## src/rtl/mult32_seq_if.sv

```systemverilog
// rtl/mult32_seq_if.sv - launch/result bundle between the issuing logic and mult32_seq
interface mult32_seq_if #(
    parameter int WIDTH = 32
);
    logic                 start;
    logic [WIDTH-1:0]     ain;
    logic [WIDTH-1:0]     bin;
    logic [2*WIDTH-1:0]   yout;
    logic                 busy;
    logic                 done;

    // Issuing side: raises start with operands, watches busy/done/yout
    modport master (
        output start, ain, bin,
        input  yout, busy, done
    );

    // Multiplier side
    modport slave (
        input  start, ain, bin,
        output yout, busy, done
    );
endinterface

```

## src/rtl/mult32_seq.sv

```systemverilog
// rtl/mult32_seq.sv - sequential unsigned shift-and-add multiplier, one multiplier bit per clock
module mult32_seq #(
    parameter int WIDTH = 32
) (
    input  logic          clk,
    input  logic          rst_n,   // synchronous, active-high despite the name
    mult32_seq_if.slave   bus
);
    localparam int CW = (WIDTH > 1) ? $clog2(WIDTH) : 1;
    localparam logic [CW-1:0] LAST_CNT = CW'(WIDTH - 1);

    typedef enum logic [1:0] {
        S_IDLE = 2'd0,
        S_CALC = 2'd1,
        S_DONE = 2'd2
    } state_t;

    state_t               state_q;
    logic                 start_dly_q;
    logic [2*WIDTH-1:0]   mcand_q;
    logic [WIDTH-1:0]     mplier_q;
    logic [2*WIDTH-1:0]   acc_q;
    logic [CW-1:0]        cnt_q;
    logic [2*WIDTH-1:0]   yout_q;
    logic                 busy_q;
    logic                 done_q;

    // Only a fresh 0->1 of start in IDLE launches; edges while busy/DONE are dropped
    logic launch;
    assign launch = bus.start && !start_dly_q && (state_q == S_IDLE);

    // Control FSM plus datapath; yout is written only on completion so it never shows partial sums
    always_ff @(posedge clk) begin
        if (rst_n) begin
            state_q     <= S_IDLE;
            start_dly_q <= 1'b0;
            mcand_q     <= '0;
            mplier_q    <= '0;
            acc_q       <= '0;
            cnt_q       <= '0;
            yout_q      <= '0;
            busy_q      <= 1'b0;
            done_q      <= 1'b0;
        end else begin
            start_dly_q <= bus.start;
            done_q      <= 1'b0;
            case (state_q)
                S_IDLE: begin
                    if (launch) begin
                        mcand_q  <= {{WIDTH{1'b0}}, bus.ain};
                        mplier_q <= bus.bin;
                        acc_q    <= '0;
                        cnt_q    <= '0;
                        busy_q   <= 1'b1;
                        state_q  <= S_CALC;
                    end
                end
                S_CALC: begin
                    if (mplier_q[0]) begin
                        acc_q <= acc_q + mcand_q;
                    end
                    mcand_q  <= mcand_q << 1;
                    mplier_q <= mplier_q >> 1;
                    cnt_q    <= cnt_q + 1'b1;
                    if (cnt_q == LAST_CNT) begin
                        state_q <= S_DONE;
                    end
                end
                S_DONE: begin
                    yout_q  <= acc_q;
                    done_q  <= 1'b1;
                    busy_q  <= 1'b0;
                    state_q <= S_IDLE;
                end
                default: begin
                    state_q <= S_IDLE;
                end
            endcase
        end
    end

    assign bus.yout = yout_q;
    assign bus.busy = busy_q;
    assign bus.done = done_q;
endmodule

```

## src/flat_wrapper.sv

```systemverilog
// flat-port wrapper written by rule: the top's interface ports become plain ports
module mult32_seq_flat 
#(
    parameter int WIDTH = 32
)
  (clk, rst_n, bus_start, bus_ain, bus_bin, bus_yout, bus_busy, bus_done);
  mult32_seq_if #(.WIDTH(WIDTH)) bus_i ();
  input  logic clk;
  input  logic rst_n;
  input wire logic [$bits(bus_i.start)-1:0] bus_start;
  input wire logic [$bits(bus_i.ain)-1:0] bus_ain;
  input wire logic [$bits(bus_i.bin)-1:0] bus_bin;
  output wire logic [$bits(bus_i.yout)-1:0] bus_yout;
  output wire logic [$bits(bus_i.busy)-1:0] bus_busy;
  output wire logic [$bits(bus_i.done)-1:0] bus_done;
  assign bus_i.start = bus_start;
  assign bus_i.ain = bus_ain;
  assign bus_i.bin = bus_bin;
  assign bus_yout = bus_i.yout;
  assign bus_busy = bus_i.busy;
  assign bus_done = bus_i.done;
  mult32_seq #(.WIDTH(WIDTH)) u_core (.clk(clk), .rst_n(rst_n), .bus(bus_i));
endmodule
```

## config.mk

```make
export PLATFORM = sky130hd
export DESIGN_NAME = mult32_seq_flat
export DESIGN_NICKNAME = d
export VERILOG_FILES = /design/src/rtl/mult32_seq_if.sv /design/src/rtl/mult32_seq.sv /design/src/flat_wrapper.sv
export SDC_FILE = /design/constraint.sdc
export NUM_CORES = 1
export LEC_CHECK = 0
export BUFFER_PORTS_ARGS = -buffer_cell sky130_fd_sc_hd__buf_2
export CORE_MARGIN = 2
export CORE_UTILIZATION = 26
export DETAILED_ROUTE_END_ITERATION = 7
export PLACE_DENSITY = 0.48
export SYNTH_ARGS = -nofsm -noshare
export SYNTH_HDL_FRONTEND = slang
export SYNTH_SLANG_ARGS = --single-unit
```

## constraint.sdc

```tcl
create_clock -name clk -period 2.9 [get_ports clk]
set_input_delay 0.58 -clock clk [delete_from_list [all_inputs] [get_ports clk]]
set_output_delay 0.58 -clock clk [all_outputs]
set_load 0.01 [all_outputs]
```

* Yosys cells after proc, flatten, opt, wreduce, memory -nomap -nowiden
Index checks and enable logic that the tools add are counted.
** Word-level totals
- Register bits :: 234
- Input bits :: 67
- Logic and storage cells :: 42
- Output and inout bits :: 66
** Cells by class
- $add $sub $neg :: 2
- Eq/ne operators :: 6
- Multiplexer cells :: 15
- Reduce and logical (&&, ||, !) cells :: 10
** Operators by type and width (number)
- $pmux 64 s2 :: 2
- $mux 64 :: 3
- $add 64x64->64 :: 1
- $pmux 32 s2 :: 1
- $mux 32 :: 1
- $pmux 5 s2 :: 1
- $ne 2x1->1 const B :: 3
- $reduce_and 2->1 :: 3
- $add 5x1->5 const B :: 1
- $eq 5x5->1 const B :: 1
- $mux 5 :: 1
- $mux 2 :: 2
- $pmux 2 s2 :: 1
- $reduce_bool 2->1 :: 2
- $reduce_and 3->1 :: 1
- $eq 2x1->1 const B :: 1
- $eq 2x2->1 const B :: 1
- $logic_and 1x1->1 :: 2
- $logic_not 2->1 :: 1
- $mux 1 :: 2
- $pmux 1 s2 :: 1
- $logic_not 1->1 :: 1

* Logic depth before layout (Yosys ltp)
- Word-level depth :: 5
- Gate-level depth with buffers :: 13
- Mapped depth without buffers :: 13

* Worst setup path after synthesis
Ideal clock, no wire load.
- Path type :: register -> register
- From :: reg u_core.acc_q[0]
- To :: reg u_core.acc_q[60]
- Period minus slack after synthesis :: 2.828 ns
- Arrival :: 2.711 ns
- Required time :: 2.783 ns
- Stages on the path, launching flop included :: 14
- Setup slack :: 0.072 ns
- Path through :: dfxtp_1 -> ha_1 -> inv_1 -> fa_1 -> nor2b_1 -> o21a_1 -> o21ai_0 -> a211o_1 -> a21oi_1 -> a21bo_4 -> a31oi_4 -> nor4_1 -> o21ai_0 -> a32o_1
** On the way
- Word-level cells in the longest chain between the ends :: 3
** Ends and longest elaborated chain
- start, declared :: RTL line mult32_seq.sv:22 : logic [2*WIDTH-1:0] acc_q;
- start signal, assigned :: RTL line mult32_seq.sv:60 : acc_q <= acc_q + mcand_q;
- $add 64x64->64 :: RTL line mult32_seq.sv:60
- $mux 64 :: RTL line mult32_seq.sv:59 : if (mplier_q[0]) begin
- $pmux 64 s2 :: RTL line mult32_seq.sv:47 : case (state_q)
No other way between the ends. The select of a mux whose other input is x is not followed.
A chain may end at the register's enable or synchronous reset.

* Worst setup path in the final report
- From :: reg u_core.acc_q[3]
- To :: reg u_core.acc_q[63]
The elaborated chain is that of the path after synthesis.

==> flow_summary_export.csv <==
group,metric,value,unit
sta,tns,0,ps
routing,drt_iter0_drc,558,
clock_network,tritoncts,"done",
sta,worst_pin_slew,1017,ps
sta,hold_viol_final,0,
setup_path,crit_fanout,4,
routing,wl_met3,1667,um
global_route,grt_pass1_vias,10740,
floorplanning,core_area,44410,um^2
min_path,whs_path_depth,2,
outcome,status,"completed",
clock_network,cts_max_path_buffers,3,
sta,drv_slew,0,
finish,fillers,4673,
yosys,synth.avg_cell_area,8.353,um^2
yosys,async_flop_share,0,%
yosys,synth.most_common_cell,"dfxtp_1",
pwr,power.density,504.2,nW/um^2
setup_path,crit_family,"compound AO/OA/AOI/OAI gates",
setup_path,reg2reg_to,"u_core.acc_q[63]",
clock_network,clockRootBuffer,"clkbuf_16",
pwr,p_leak,6.569,nW
floorplanning,ios,133,
routing,wl_met1,17460,um
clock_network,cts_buffers,29,
yosys,synth_area,11750,um^2
clock_network,clkSlewWorstSetupHoldPaths,60,ps
setup_path,slowest_delay,440,ps
sta,finalCriticalPeriod,2817,ps
clock_network,htreeDepth,1,
place,place.gp.congestion,0.8476,
floorplanning,die_x,216.5,um
finish,drive_gt1_share,23.94,%
floorplanning,rows,77,
yosys,synth.area.top_cells,"dfxtp_1, ha_1, nand2_1",
yosys,synth.distinct_cells,61,
clock_network,clk_latency,570,ps
finish,n_antenna_cell,0,
setup_path,crit_path_top_delay_cell,"a311o_1",
setup_path,path_cells,"ha_1 > a21o_1 > a21oi_1 > a21oi_1 > a311o_1 > a21oi_4 > a21oi_4 > buf_4 > nor4_4 > a311oi_2 > nor3_1 > o21bai_1",
global_route,track_usage,14.93,%
routing,via_per_inst,4.921,
sta,post-route-period-util,97.13,%
finish,area_growth,29.53,%
yosys,synth-seq-area-share,39.88,%
setup_path,worstPathArrival,3320,ps
setup_path,worst-setup-path-type,"reg -> reg",
yosys,synth_top_area_cell,"dfxtp_1",
yosys,synthTopCellsByCount,"dfxtp_1, nand2_1, nor2_1, clkbuf_1, a21oi_1",
yosys,synthCells,1406,
routing,drc,0,
sta,finalSetupViolations,0,
sta,setup_slack,83.35,ps
finish,nNetsFinal,1749,
routing,route.antenna.remaining_nets,0,
setup_path,worstRegToRegCells,12,
routing,wire_per_inst,16.15,um
setup_path,worstPathRequired,3400,ps
global_route,antenna_found_initial,2,
place,port_buffers,132,
min_path,holdCritPathClass,"in -> reg",
sta,relSlewSlack,32.03,%
yosys,yosysWarningCount,0,
routing,wl,35940,um
floorplanning,initial_core_util,26.44,%
flow_run,drv_cap,0,
setup_path,critical_path_buf_inv_count,1,
pwr,peakVddDrop,0.0004683,V
floorplanning,die_area,46890,um^2
routing,top_layer_used,"met5",
place,dp_slack,-203.4,ps
sta,skew,16.55,ps
routing,dr_total_vias,10950,
sta,max_freq,355.0,MHz
min_path,min-delay-start,"bus_start",
min_path,hold-path-endpoint,"u_core.start_dly_q",
global_route,grt_max_degree,127,
place,dp_hpwl,25710,um
sta,rsz0062_at_grt,"yes",
setup_path,reg2reg_slack,80,ps
global_route,grt_pass1_wl,57260,um
routing,met2WireLength,16080,um
setup_path,start_kind,"flip-flop",
setup_path,crit_path_end_kind,"flip-flop",
yosys,synthFlopType,"dfxtp_1",
clock_network,cts.sinks,234,
routing,dr.pass1.iters,5,
yosys,syn-num-nets,1539,
sta,hold-worst-slack,263.1,ps
yosys,synth_seq_cells,234,
yosys,synth_top_area_share,39.88,%
yosys,synth_edf_count,0,
global_route,gr-total-overflow,0,
floorplanning,die_height,216.5,um
setup_path,r2r_start,"u_core.acc_q[3]",
[registers in the layout, summed over array words and instances, names as in the netlist]
register	flops
u_core.mcand_q	64
u_core.acc_q	64
u_core.start_dly_q	1
u_core.mplier_q	32
u_core.bus.busy	1
u_core.bus.done	1
u_core.cnt_q	5
u_core.state_q	2
u_core.bus.yout	64
[per-stage QoR]
| step | area (um^2) | total power, mW | cells | utilization (%) |
|---|---|---|---|---|
| after floorplan | 11750 | 3.895 | 1406 | - |
| after global placement | 13950 | 4.219 | 2172 | 31.41 |
| after detailed placement | 13950 | 4.228 | 2172 | 31.41 |
| after CTS | 14920 | 7.774 | 2220 | 33.60 |
| after global routing | 15210 | 8.010 | 2225 | 34.25 |
| final | 15210 | 7.671 | 2225 | 34.25 |
[power breakdown]
| group | switching, mW | total, mW | internal, mW | leakage, nW |
|---|---|---|---|---|
| clock | 1.44 | 3.50 | 2.06 | 0.438 |
| sequential | 0.0699 | 3.39 | 3.32 | 1.90 |
| combinational | 0.470 | 0.786 | 0.316 | 4.23 |
| total | 1.98 | 7.67 | 5.69 | 6.57 |
[cells by family after synthesis]
group | count (synthesis) | synth area share [%]
AOI/OAI and AO/OA | 454 | 27.52
xor gates and xnor gates | 58 | 4.325
adders and majority gates | 66 | 7.095
buffers and inverters | 128 | 4.197
DFF | 234 | 39.88
muxes | 1 | 0.08523
and+or+nand+nor | 465 | 16.90
[placed cells by master, fill, tap and decap left out, drive strengths merged, types with 12 or more instances in the layout]
| master | instances |
|---|---|
| a22oi | 64 |
| a22o | 66 |
| dfxtp | 234 |
| a311oi | 64 |
| a31oi | 13 |
| o21bai | 15 |
| ha | 65 |
| inv | 25 |
| a21o | 40 |
| o21ai | 72 |
| buf | 284 |
| nor2 | 163 |
| nand2 | 205 |
| xor2 | 23 |
| clkbuf | 40 |
| nand4 | 25 |
| nand3 | 12 |
| xnor2 | 35 |
| a21oi | 83 |
[metal layers]
| layer | GRT usage [%] | vias up |
|---|---|---|
| met3 | 2.723 | 47 |
| met2 | 24.24 | 198 |
| li1 | - | 5551 |
| met4 | 3.699 | 4 |
| met1 | 20.40 | 5150 |
| met5 | 0 | - |
[timing repair]
item                       4_1_cts  5_1_grt
resized for setup               11       56
cloned                           0        0
pin swaps                        3       23
hold buffers                     0        0
setup buffers                    0        5
setup endpoints to repair       15       28
[how the worst max path moves through the flow]
stage,end,cells after the start,slack [ps],startpoint
CTS,u_core.acc_q[63],11,7,u_core.acc_q[6]
floorplan,u_core.acc_q[60],13,70,u_core.acc_q[0]
detailed placement,u_core.acc_q[60],14,-200,u_core.acc_q[0]
finish,u_core.acc_q[63],12,80,u_core.acc_q[3]
global route,u_core.acc_q[63],12,-70,u_core.acc_q[6]
global placement,u_core.acc_q[60],14,-200,u_core.acc_q[0]
[worst register-to-register path, cell delays in order (launching register included)]
cell and delay [ps]:
dfxtp_1 310, ha_1 310, a21o_1 160, a21oi_1 170
a21oi_1 120, a311o_1 440, a21oi_4 310, a21oi_4 110
buf_4 160, nor4_4 280, a311oi_2 80, nor3_1 160
o21bai_1 130
[layout make-up]
| class | instances | area (um^2) | area share (%) |
|---|---|---|---|
| Clock inverter | 8 | 80.08 | 0.5264 |
| Multi-Input combinational cell | 1044 | 6917 | 45.46 |
| Inverter | 23 | 86.33 | 0.5675 |
| Tap cell | 592 | 740.7 | 4.869 |
| Sequential cell | 234 | 4692 | 30.84 |
| Clock buffer | 40 | 827.0 | 5.436 |
| Timing Repair Buffer | 284 | 1871 | 12.30 |
Note: power is estimated with default switching activity, not from simulation.
